File: config.mk
export PLATFORM = sky130hd
export DESIGN_NAME = res_formatter
export DESIGN_NICKNAME = d
export VERILOG_FILES = /design/src/rtl/uart_cal_pkg.sv /design/src/rtl/hex2ascii.sv /design/src/rtl/res_formatter.sv
export SDC_FILE = /design/constraint.sdc
export NUM_CORES = 1
export LEC_CHECK = 0
export CAP_MARGIN = 20
export CELL_PAD_IN_SITES_DETAIL_PLACEMENT = 0
export CELL_PAD_IN_SITES_GLOBAL_PLACEMENT = 1
export CORE_ASPECT_RATIO = 1.25
export CORE_UTILIZATION = 43
export CTS_CLUSTER_SIZE = 40
export DETAILED_ROUTE_END_ITERATION = 10
export PLACE_DENSITY_LB_ADDON = 0.1
export SETUP_SLACK_MARGIN = 0.02
export SLEW_MARGIN = 10
export SYNTH_ARGS = -nofsm -noshare
export SYNTH_HDL_FRONTEND = slang
export SYNTH_SLANG_ARGS = --single-unit
File: constraint.sdc
create_clock -name clk -period 4.7 [get_ports clk]
set_clock_uncertainty 0.05 [all_clocks]
set_input_delay 0.94 -clock clk [delete_from_list [all_inputs] [get_ports clk]]
set_output_delay 0.94 -clock clk [all_outputs]
set_load 0.01 [all_outputs]
File: src/rtl/uart_cal_pkg.sv
// Shared types and constants for the UART calculator datapath.
// Holds ASCII codes, formatter state encoding and result widths.
package uart_cal_pkg;

  localparam int RES_W   = 33;
  localparam int NIBBLES = 9;
  localparam int MAG_W   = NIBBLES * 4;
  localparam int IDX_W   = 4;

  localparam logic [7:0] ASCII_MINUS = 8'h2D;
  localparam logic [7:0] ASCII_CR    = 8'h0D;
  localparam logic [7:0] ASCII_LF    = 8'h0A;
  localparam logic [7:0] ASCII_0     = 8'h30;
  localparam logic [7:0] ASCII_A     = 8'h41;

  typedef enum logic [2:0] {
    ST_IDLE  = 3'd0,
    ST_SIGN  = 3'd1,
    ST_DIGIT = 3'd2,
    ST_CR    = 3'd3,
    ST_LF    = 3'd4,
    ST_DONE  = 3'd5
  } fmt_state_t;

endpackage

File: src/rtl/hex2ascii.sv
// Combinational nibble to uppercase ASCII hex digit converter.
module hex2ascii
  import uart_cal_pkg::*;
(
  input  logic [3:0] nib,
  output logic [7:0] ascii
);

  always_comb begin
    if (nib < 4'd10) begin
      ascii = ASCII_0 + {4'h0, nib};
    end else begin
      ascii = ASCII_A + {4'h0, nib} - 8'd10;
    end
  end

endmodule

File: src/rtl/res_formatter.sv
// Captures a signed ALU result and streams it as an ASCII hex line
// (optional '-', leading-zero-suppressed digits, EOL) over valid/ready.
module res_formatter
  import uart_cal_pkg::*;
#(
  parameter bit EOL_CRLF = 1'b1
) (
  input  logic             clk,
  input  logic             n_rst,
  input  logic             alu_done,
  input  logic [RES_W-1:0] calc_res,
  output logic [7:0]       tx_data,
  output logic             tx_valid,
  input  logic             tx_ready,
  output logic             busy,
  output logic             fmt_done
);

  fmt_state_t       state_q, state_d;
  logic             neg_q, neg_d;
  logic [RES_W-1:0] mag_q, mag_d;
  logic [IDX_W-1:0] idx_q, idx_d;

  logic [RES_W-1:0] cap_mag;
  logic [MAG_W-1:0] cap_ext;
  logic [IDX_W-1:0] cap_idx;

  logic [MAG_W-1:0] mag_ext;
  logic [3:0]       cur_nib;
  logic [7:0]       digit_ascii;
  logic             accept;

  // Magnitude and leading-nibble index of the incoming result; only used
  // when a new line is captured.
  always_comb begin
    cap_mag = calc_res[RES_W-1] ? ((~calc_res) + RES_W'(1)) : calc_res;
    cap_ext = {{(MAG_W-RES_W){1'b0}}, cap_mag};
    cap_idx = '0;
    for (int i = 0; i < NIBBLES; i++) begin
      if (cap_ext[i*4 +: 4] != 4'h0) begin
        cap_idx = IDX_W'(i);
      end
    end
  end

  always_comb begin
    mag_ext = {{(MAG_W-RES_W){1'b0}}, mag_q};
    cur_nib = 4'(mag_ext >> {idx_q, 2'b00});
  end

  hex2ascii u_hex2ascii (
    .nib   (cur_nib),
    .ascii (digit_ascii)
  );

  always_comb begin
    tx_valid = 1'b0;
    tx_data  = 8'h00;
    case (state_q)
      ST_SIGN: begin
        tx_valid = 1'b1;
        tx_data  = ASCII_MINUS;
      end
      ST_DIGIT: begin
        tx_valid = 1'b1;
        tx_data  = digit_ascii;
      end
      ST_CR: begin
        tx_valid = 1'b1;
        tx_data  = ASCII_CR;
      end
      ST_LF: begin
        tx_valid = 1'b1;
        tx_data  = ASCII_LF;
      end
      default: begin
        tx_valid = 1'b0;
        tx_data  = 8'h00;
      end
    endcase
    busy     = (state_q != ST_IDLE);
    fmt_done = (state_q == ST_DONE);
  end

  assign accept = tx_valid && tx_ready;

  // A new result is only taken in IDLE; strobes during a line (including
  // the DONE cycle) fall through untouched.
  always_comb begin
    state_d = state_q;
    neg_d   = neg_q;
    mag_d   = mag_q;
    idx_d   = idx_q;
    case (state_q)
      ST_IDLE: begin
        if (alu_done) begin
          neg_d   = calc_res[RES_W-1];
          mag_d   = cap_mag;
          idx_d   = cap_idx;
          state_d = calc_res[RES_W-1] ? ST_SIGN : ST_DIGIT;
        end
      end
      ST_SIGN: begin
        if (accept) begin
          state_d = ST_DIGIT;
        end
      end
      ST_DIGIT: begin
        if (accept) begin
          if (idx_q == '0) begin
            state_d = EOL_CRLF ? ST_CR : ST_LF;
          end else begin
            idx_d = idx_q - IDX_W'(1);
          end
        end
      end
      ST_CR: begin
        if (accept) begin
          state_d = ST_LF;
        end
      end
      ST_LF: begin
        if (accept) begin
          state_d = ST_DONE;
        end
      end
      ST_DONE: begin
        state_d = ST_IDLE;
      end
      default: begin
        state_d = ST_IDLE;
      end
    endcase
  end

  always_ff @(posedge clk) begin
    if (!n_rst) begin
      state_q <= ST_IDLE;
      neg_q   <= 1'b0;
      mag_q   <= '0;
      idx_q   <= '0;
    end else begin
      state_q <= state_d;
      neg_q   <= neg_d;
      mag_q   <= mag_d;
      idx_q   <= idx_d;
    end
  end

endmodule

==> results of run 1 <==
==> registers in the layout (all words and copies together), names as in the netlist <==
register	cells
state_q	3
idx_q	4
mag_q	33
==> final cells by class <==
| class | count | area, um2 | share of cell area |
|---|---|---|---|
| multi-input cells | 323 | 2200 | 0.589 |
| flip-flops and latches | 40 | 801 | 0.214 |
| repair buffers | 51 | 498 | 0.133 |
| well taps | 90 | 113 | 0.0301 |
| clock buffers | 6 | 72.6 | 0.0194 |
| inverters | 13 | 48.8 | 0.0131 |
| clock inverters | 1 | 5.00 | 0.00134 |
==> cell families (layout without fill, tap and decap cells) <==
logic type	Yosys count	in the layout
AO/OA/AOI/OAI	122	122
XOR/XNOR	32	32
adder cells (fa/ha/maj)	3	3
buffers and inverters	46	71
flip-flops	40	40
multiplexers	13	13
other	1	1
AND/OR/NAND/NOR	152	152
==> synth_stat cells (all sizes together), types with 8 or more instances <==
library cell  count
a211oi           28
or3               9
o21ai            26
nand2            21
dfxtp            40
clkbuf           26
or4              16
o41ai             8
mux4              8
a21oi            22
nor2             57
xor2             23
inv              12
nor3             12
xnor2             9
==> power by group through the flow <==
stage	Sequential, mW	Clock (mW)	Combinational (mW)
floorplan	0.406	0	0.291
finish	0.428	0.208	0.399
CTS	0.429	0.217	0.399
global placement	0.436	0	0.394
detailed placement	0.437	0	0.398
global route	0.437	0.232	0.445
==> per-stage QoR <==
step	instances	total power, mW	setup slack (ns)	util	instance area (um2)
after global routing	524	1.11	0.163	0.529	3740
after floorplan	409	0.697	1.26	-	3180
after CTS	524	1.05	0.408	0.529	3740
after detailed placement	517	0.835	0.402	0.518	3660
after global placement	517	0.830	0.463	0.518	3660
final	524	1.04	0.427	0.529	3740
==> worst paths after layout <==
check / startpoint / end / cells after the start
min reg2reg: mag_q[0] / mag_q[0] / 2
min: mag_q[0] / mag_q[0] / 2
max: idx_q[0] / tx_data[2] / 10
max reg2reg: idx_q[0] / idx_q[0] / 9
==> worst max-delay path, cell delays in order, from the launching register on <==
cell,delay [ns]
dfxtp_1,0.72
mux4_2,0.60
mux2i_1,0.16
nor2_1,0.05
a31oi_1,0.28
ha_1,0.23
inv_1,0.04
nor2_1,0.13
nor3_1,0.06
a221o_1,0.25
clkdlybuf4s50_1,0.47
==> metal layers <==
layer / vias up / track usage / part of all wire
li1: 1574 / - / -
met4: 0 / 0.0783 / 0.021
met3: 11 / 0.0262 / 0.030
met2: 67 / 0.360 / 0.47
met1: 1428 / 0.306 / 0.47
met5: - / 0 / 0
==> flow_summary.yaml, run 1 <==
sta:
  period_needed_ns: 4.27
  fmax_ghz: 0.234
  setup_viol: 0
  final_hold_viol_count: 0
  final.period_utilization: 0.909
  slew_viol_final: 0
  rsz0062_at_grt: "no"
  finalSetupTns_ns: 0
  slew_headroom: 0.382
  tightest_slew_ns: 0.922
  timing.hold.ws_ns: 0.421
synth:
  synthSimpleGateAreaFrac: 0.250
  synth-xor-area-share: 0.0882
  synth_top_family_by_area: "compound AO/OA/AOI/OAI gates"
  synth-compound-area-share: 0.268
  muxShareOfSynthArea: 0.0732
  ys_warn_count: 0
  synth_area_per_cell_um2: 7.77
  yosysTopAreaCell: "dfxtp_1"
  syn_nets: 449
  synth_top_area_share: 0.252
  synth.yosys.seq_area_share: 0.252
  synth_area_leaders: "dfxtp_1 25%, nor2_1 6.7%, a211oi_1 6.6%"
  synth_edf_count: 0
  yosysUniqueCellTypes: 60
  async_flop_share: 0
  synthCells: 409
  syn_area_um2: 3180
  ys.flop_type: "dfxtp_1"
  ys_seq_elements: 40
  synth-adder-area-share: 0.0118
die:
  dieWidth_um: 78.9
  start_util: 0.450
  die_area_um2: 7740
  core_um2: 7060
  die_h_um: 98.1
  io_pins: 48
  rows: 34
clock_tree:
  cts.sinks: 40
  cts.repair.resized: 0
  htreeDepth: 2
  root_buffer: "clkbuf_8"
  post-cts-setup-buffers: 0
  ctsHoldBuffers: 0
  cts_tree: "done"
  cts_inserted_buffers: 5
  path_clk_slew_ns: 0.07
  insertion_delay_ns: 0.28
  clockBufferDepth: 2
detailed_routing:
  drt_iter0_markers: 219
  via_per_inst: 5.88
  routed_wl_um: 8180
  drc: 0
  first_pass_iters: 6
  antenna_left: 0
  via_count: 3080
  wl_per_cell_um: 15.6
final_layout:
  drive_above_1_share: 0.0783
  mostFrequentLayoutCells: "57 x nor2_1, 46 x clkdlybuf4s50_1, 40 x dfxtp_1"
  final_common_cell: "nor2_1"
  layout.nets: 474
  synthToLayoutAreaGrowth_pct: 17.6
  antenna_cells: 0
  final.fill_count: 724
global_route:
  grt_max_degree: 63
  grt_pass1_vias: 2852
  grt_use_total: 0.223
  grt_antenna_before_repair: 0
  grt-ovfl-total: 0
  grt_pass1_wl_um: 13700
pwr:
  p_per_area_nw_per_um2: 277
  pwr-share-comb: 0.385
  intPower_uw: 674
  p_clk_frac: 0.201
  p_sw_frac: 0.349
  ir_drop_uv: 129
  seq_power_share: 0.414
  p_switching_uw: 362
  leakage_nw: 1.30
setup_path:
  crit_arrival_ns: 3.28
  crit_fanout: 10
  worstSetupStartpointType: "flip-flop"
  cp.required_ns: 3.71
  reg2reg_slack_ns: 1.81
  critPathKind: "flip-flop to output pin"
  crit_path_end_kind: "output pin"
place:
  hpwlAfterDp_um: 6250
  place.gp.congestion: 0.809
  port_buffers: 46
run_status:
  status: "finished clean"
flow_run:
  drv_cap: 0
worst_hold_path:
  hp-class: "flip-flop to flip-flop"
Power figures use the tool's default switching activity.
==> inputs of run 2 (changes only) <==
--- a/config.mk
+++ b/config.mk
@@ -12,7 +12,7 @@
 export CORE_UTILIZATION = 43
 export CTS_CLUSTER_SIZE = 40
 export DETAILED_ROUTE_END_ITERATION = 10
-export PLACE_DENSITY_LB_ADDON = 0.1
+export PLACE_DENSITY = 0.92
 export SETUP_SLACK_MARGIN = 0.02
 export SLEW_MARGIN = 10
 export SYNTH_ARGS = -nofsm -noshare
==> constraint.sdc (replaced) <==
create_clock -name clk -period 4.7 [get_ports clk]
set_clock_uncertainty 0.05 [all_clocks]
set_input_delay 0.94 -clock clk [delete_from_list [all_inputs] [get_ports clk]]
set_output_delay 0.94 -clock clk [all_outputs]
set_load 0.05 [all_outputs]
==> run 2 against run 1 <==
Total power rose by 11%. Flip-flop and latch count did not move. Wire length fell by 4.3%. Count of clock-buffer cells in the layout fell by 1. Global-route usage shrank 0.52 points. Maximum frequency up 1.1%. Combinational power grew 11%. Utilization grew 0.60 points. Worst setup slack improved by 0.047 ns. Highest routed layer unchanged.
==> flow_summary.yaml, run 2 (synthesized netlist as in run 1, its figures left out) <==
run_status:
  status: "finished clean"
final_layout:
  fin_cells: 526
  antenna_cells: 0
  drive_above_1_share: 0.0872
  reg_top3: "mag_q x33, idx_q x4, state_q x3"
  mostFrequentLayoutCells: "57 x nor2_1, 46 x clkdlybuf4s50_1, 39 x dfxtp_1"
  synthToLayoutAreaGrowth_pct: 18.9
  layout.nets: 475
  largest_reg_flops: 33
  final.fill_count: 723
  regMostFlops: "mag_q"
  final_common_cell: "nor2_1"
sta:
  final_hold_viol_count: 0
  slew_viol_final: 0
  fmax_ghz: 0.237
  rsz0062_at_grt: "no"
  slew_headroom: 0.474
  finalSetupTns_ns: 0
  timing.hold.ws_ns: 0.412
  layout_setup_ws_ns: 0.474
  tightest_slew_ns: 0.785
  setup_viol: 0
  final.period_utilization: 0.899
  period_needed_ns: 4.23
clock_tree:
  root_buffer: "clkbuf_8"
  htreeDepth: 2
  insertion_delay_ns: 0.30
  cts_inserted_buffers: 5
  cts_tree: "done"
  cts.sinks: 40
  clockBufferDepth: 2
  path_clk_slew_ns: 0.08
  ctsHoldBuffers: 0
die:
  die_h_um: 98.1
  dieWidth_um: 78.9
  core_um2: 7060
  io_pins: 48
  start_util: 0.450
  die_area_um2: 7740
  rows: 34
detailed_routing:
  first_pass_iters: 4
  drt_iter0_markers: 206
  via_per_inst: 5.88
  via_count: 3095
  wl_per_cell_um: 14.9
  antenna_left: 0
  routed_wl_um: 7830
  drc: 0
worst_hold_path:
  hp-class: "flip-flop to flip-flop"
place:
  port_buffers: 46
  place.gp.congestion: 0.896
  hpwlAfterDp_um: 5950
  pre_cts_slack_ns: 0.356
  placed_cells: 518
global_route:
  grt_pass1_vias: 2929
  grt_use_total: 0.218
  grt_antenna_before_repair: 0
  grt_max_degree: 63
  grt_pass1_wl_um: 13700
  grt-ovfl-total: 0
setup_path:
  crit_path_end_kind: "output pin"
  crit_arrival_ns: 3.24
  worstSetupStartpointType: "flip-flop"
  reg2reg_slack_ns: 2.00
  crit_fanout: 9
  cp.required_ns: 3.71
  critPathKind: "flip-flop to output pin"
pwr:
  ir_drop_uv: 176
  leakage_nw: 1.31
  p_per_area_nw_per_um2: 305
flow_run:
  drv_cap: 0
-- run 2: cell count changes in the layout (fill, tap and decap cells not counted) --
cell	change
dfxtp_1	-1
clkbuf_1	-1
buf_4	+1
dfxtp_2	+1
bufinv_16	+1
clkinvlp_4	+1
-- run 2: worst paths after layout --
| path | startpoint | end | cells after the start |
|---|---|---|---|
| setup / recovery | idx_q[0] | tx_data[1] | 9 |
| hold / removal | mag_q[0] | mag_q[0] | 2 |
| setup reg to reg | idx_q[0] | idx_q[0] | 10 |
| hold reg to reg | mag_q[0] | mag_q[0] | 2 |
-- run 2: cell type report --
class,count,area (um2),share of cell area
tap,90,113,0.0298
clock buffer,5,68.8,0.0182
inverter,13,48.8,0.0129
timing repair buffer,52,505,0.134
multi-input combinational,323,2200,0.582
sequential,40,802,0.212
clock inverter,3,42.5,0.0113
-- run 2: routing by layer --
metal / GRT usage / up-vias / routed length, um
li1: - / 1583 / -
met4: 0.0895 / 0 / 176
met3: 0.0196 / 13 / 221
met1: 0.284 / 1429 / 3580
met2: 0.368 / 70 / 3860
met5: 0 / - / 0
-- run 2: power by group --
part | total [mW] | switching, mW | internal [mW] | leakage, nW
sequential | 0.428 | 0.0432 | 0.385 | 0.331
clock | 0.281 | 0.124 | 0.157 | 0.0541
combinational | 0.444 | 0.254 | 0.190 | 0.930
-- run 2: repair_timing --
item                                    4_1_cts  5_1_grt
setup buffers                                 0        0
endpoints found under the hold margin         0        0
endpoints found under the setup margin        0        2
gates resized for setup                       0        1
-- run 2: worst max-delay path, stage by stage (launching register included) --
cell	delay, ns
dfxtp_2	0.51
mux4_2	0.55
mux2i_1	0.14
nor2_1	0.05
a31oi_1	0.26
ha_1	0.29
a21oi_1	0.14
a21oi_1	0.08
nor2_1	0.10
clkdlybuf4s50_1	0.81
-- run 2: metrics by stage --
step / area, um2 / util / total power, mW
detailed placement: 3670 / 0.519 / 0.878
global placement: 3670 / 0.519 / 0.870
global route: 3780 / 0.535 / 1.23
floorplan: 3180 / - / 0.745
finish: 3780 / 0.535 / 1.15
CTS: 3780 / 0.535 / 1.16
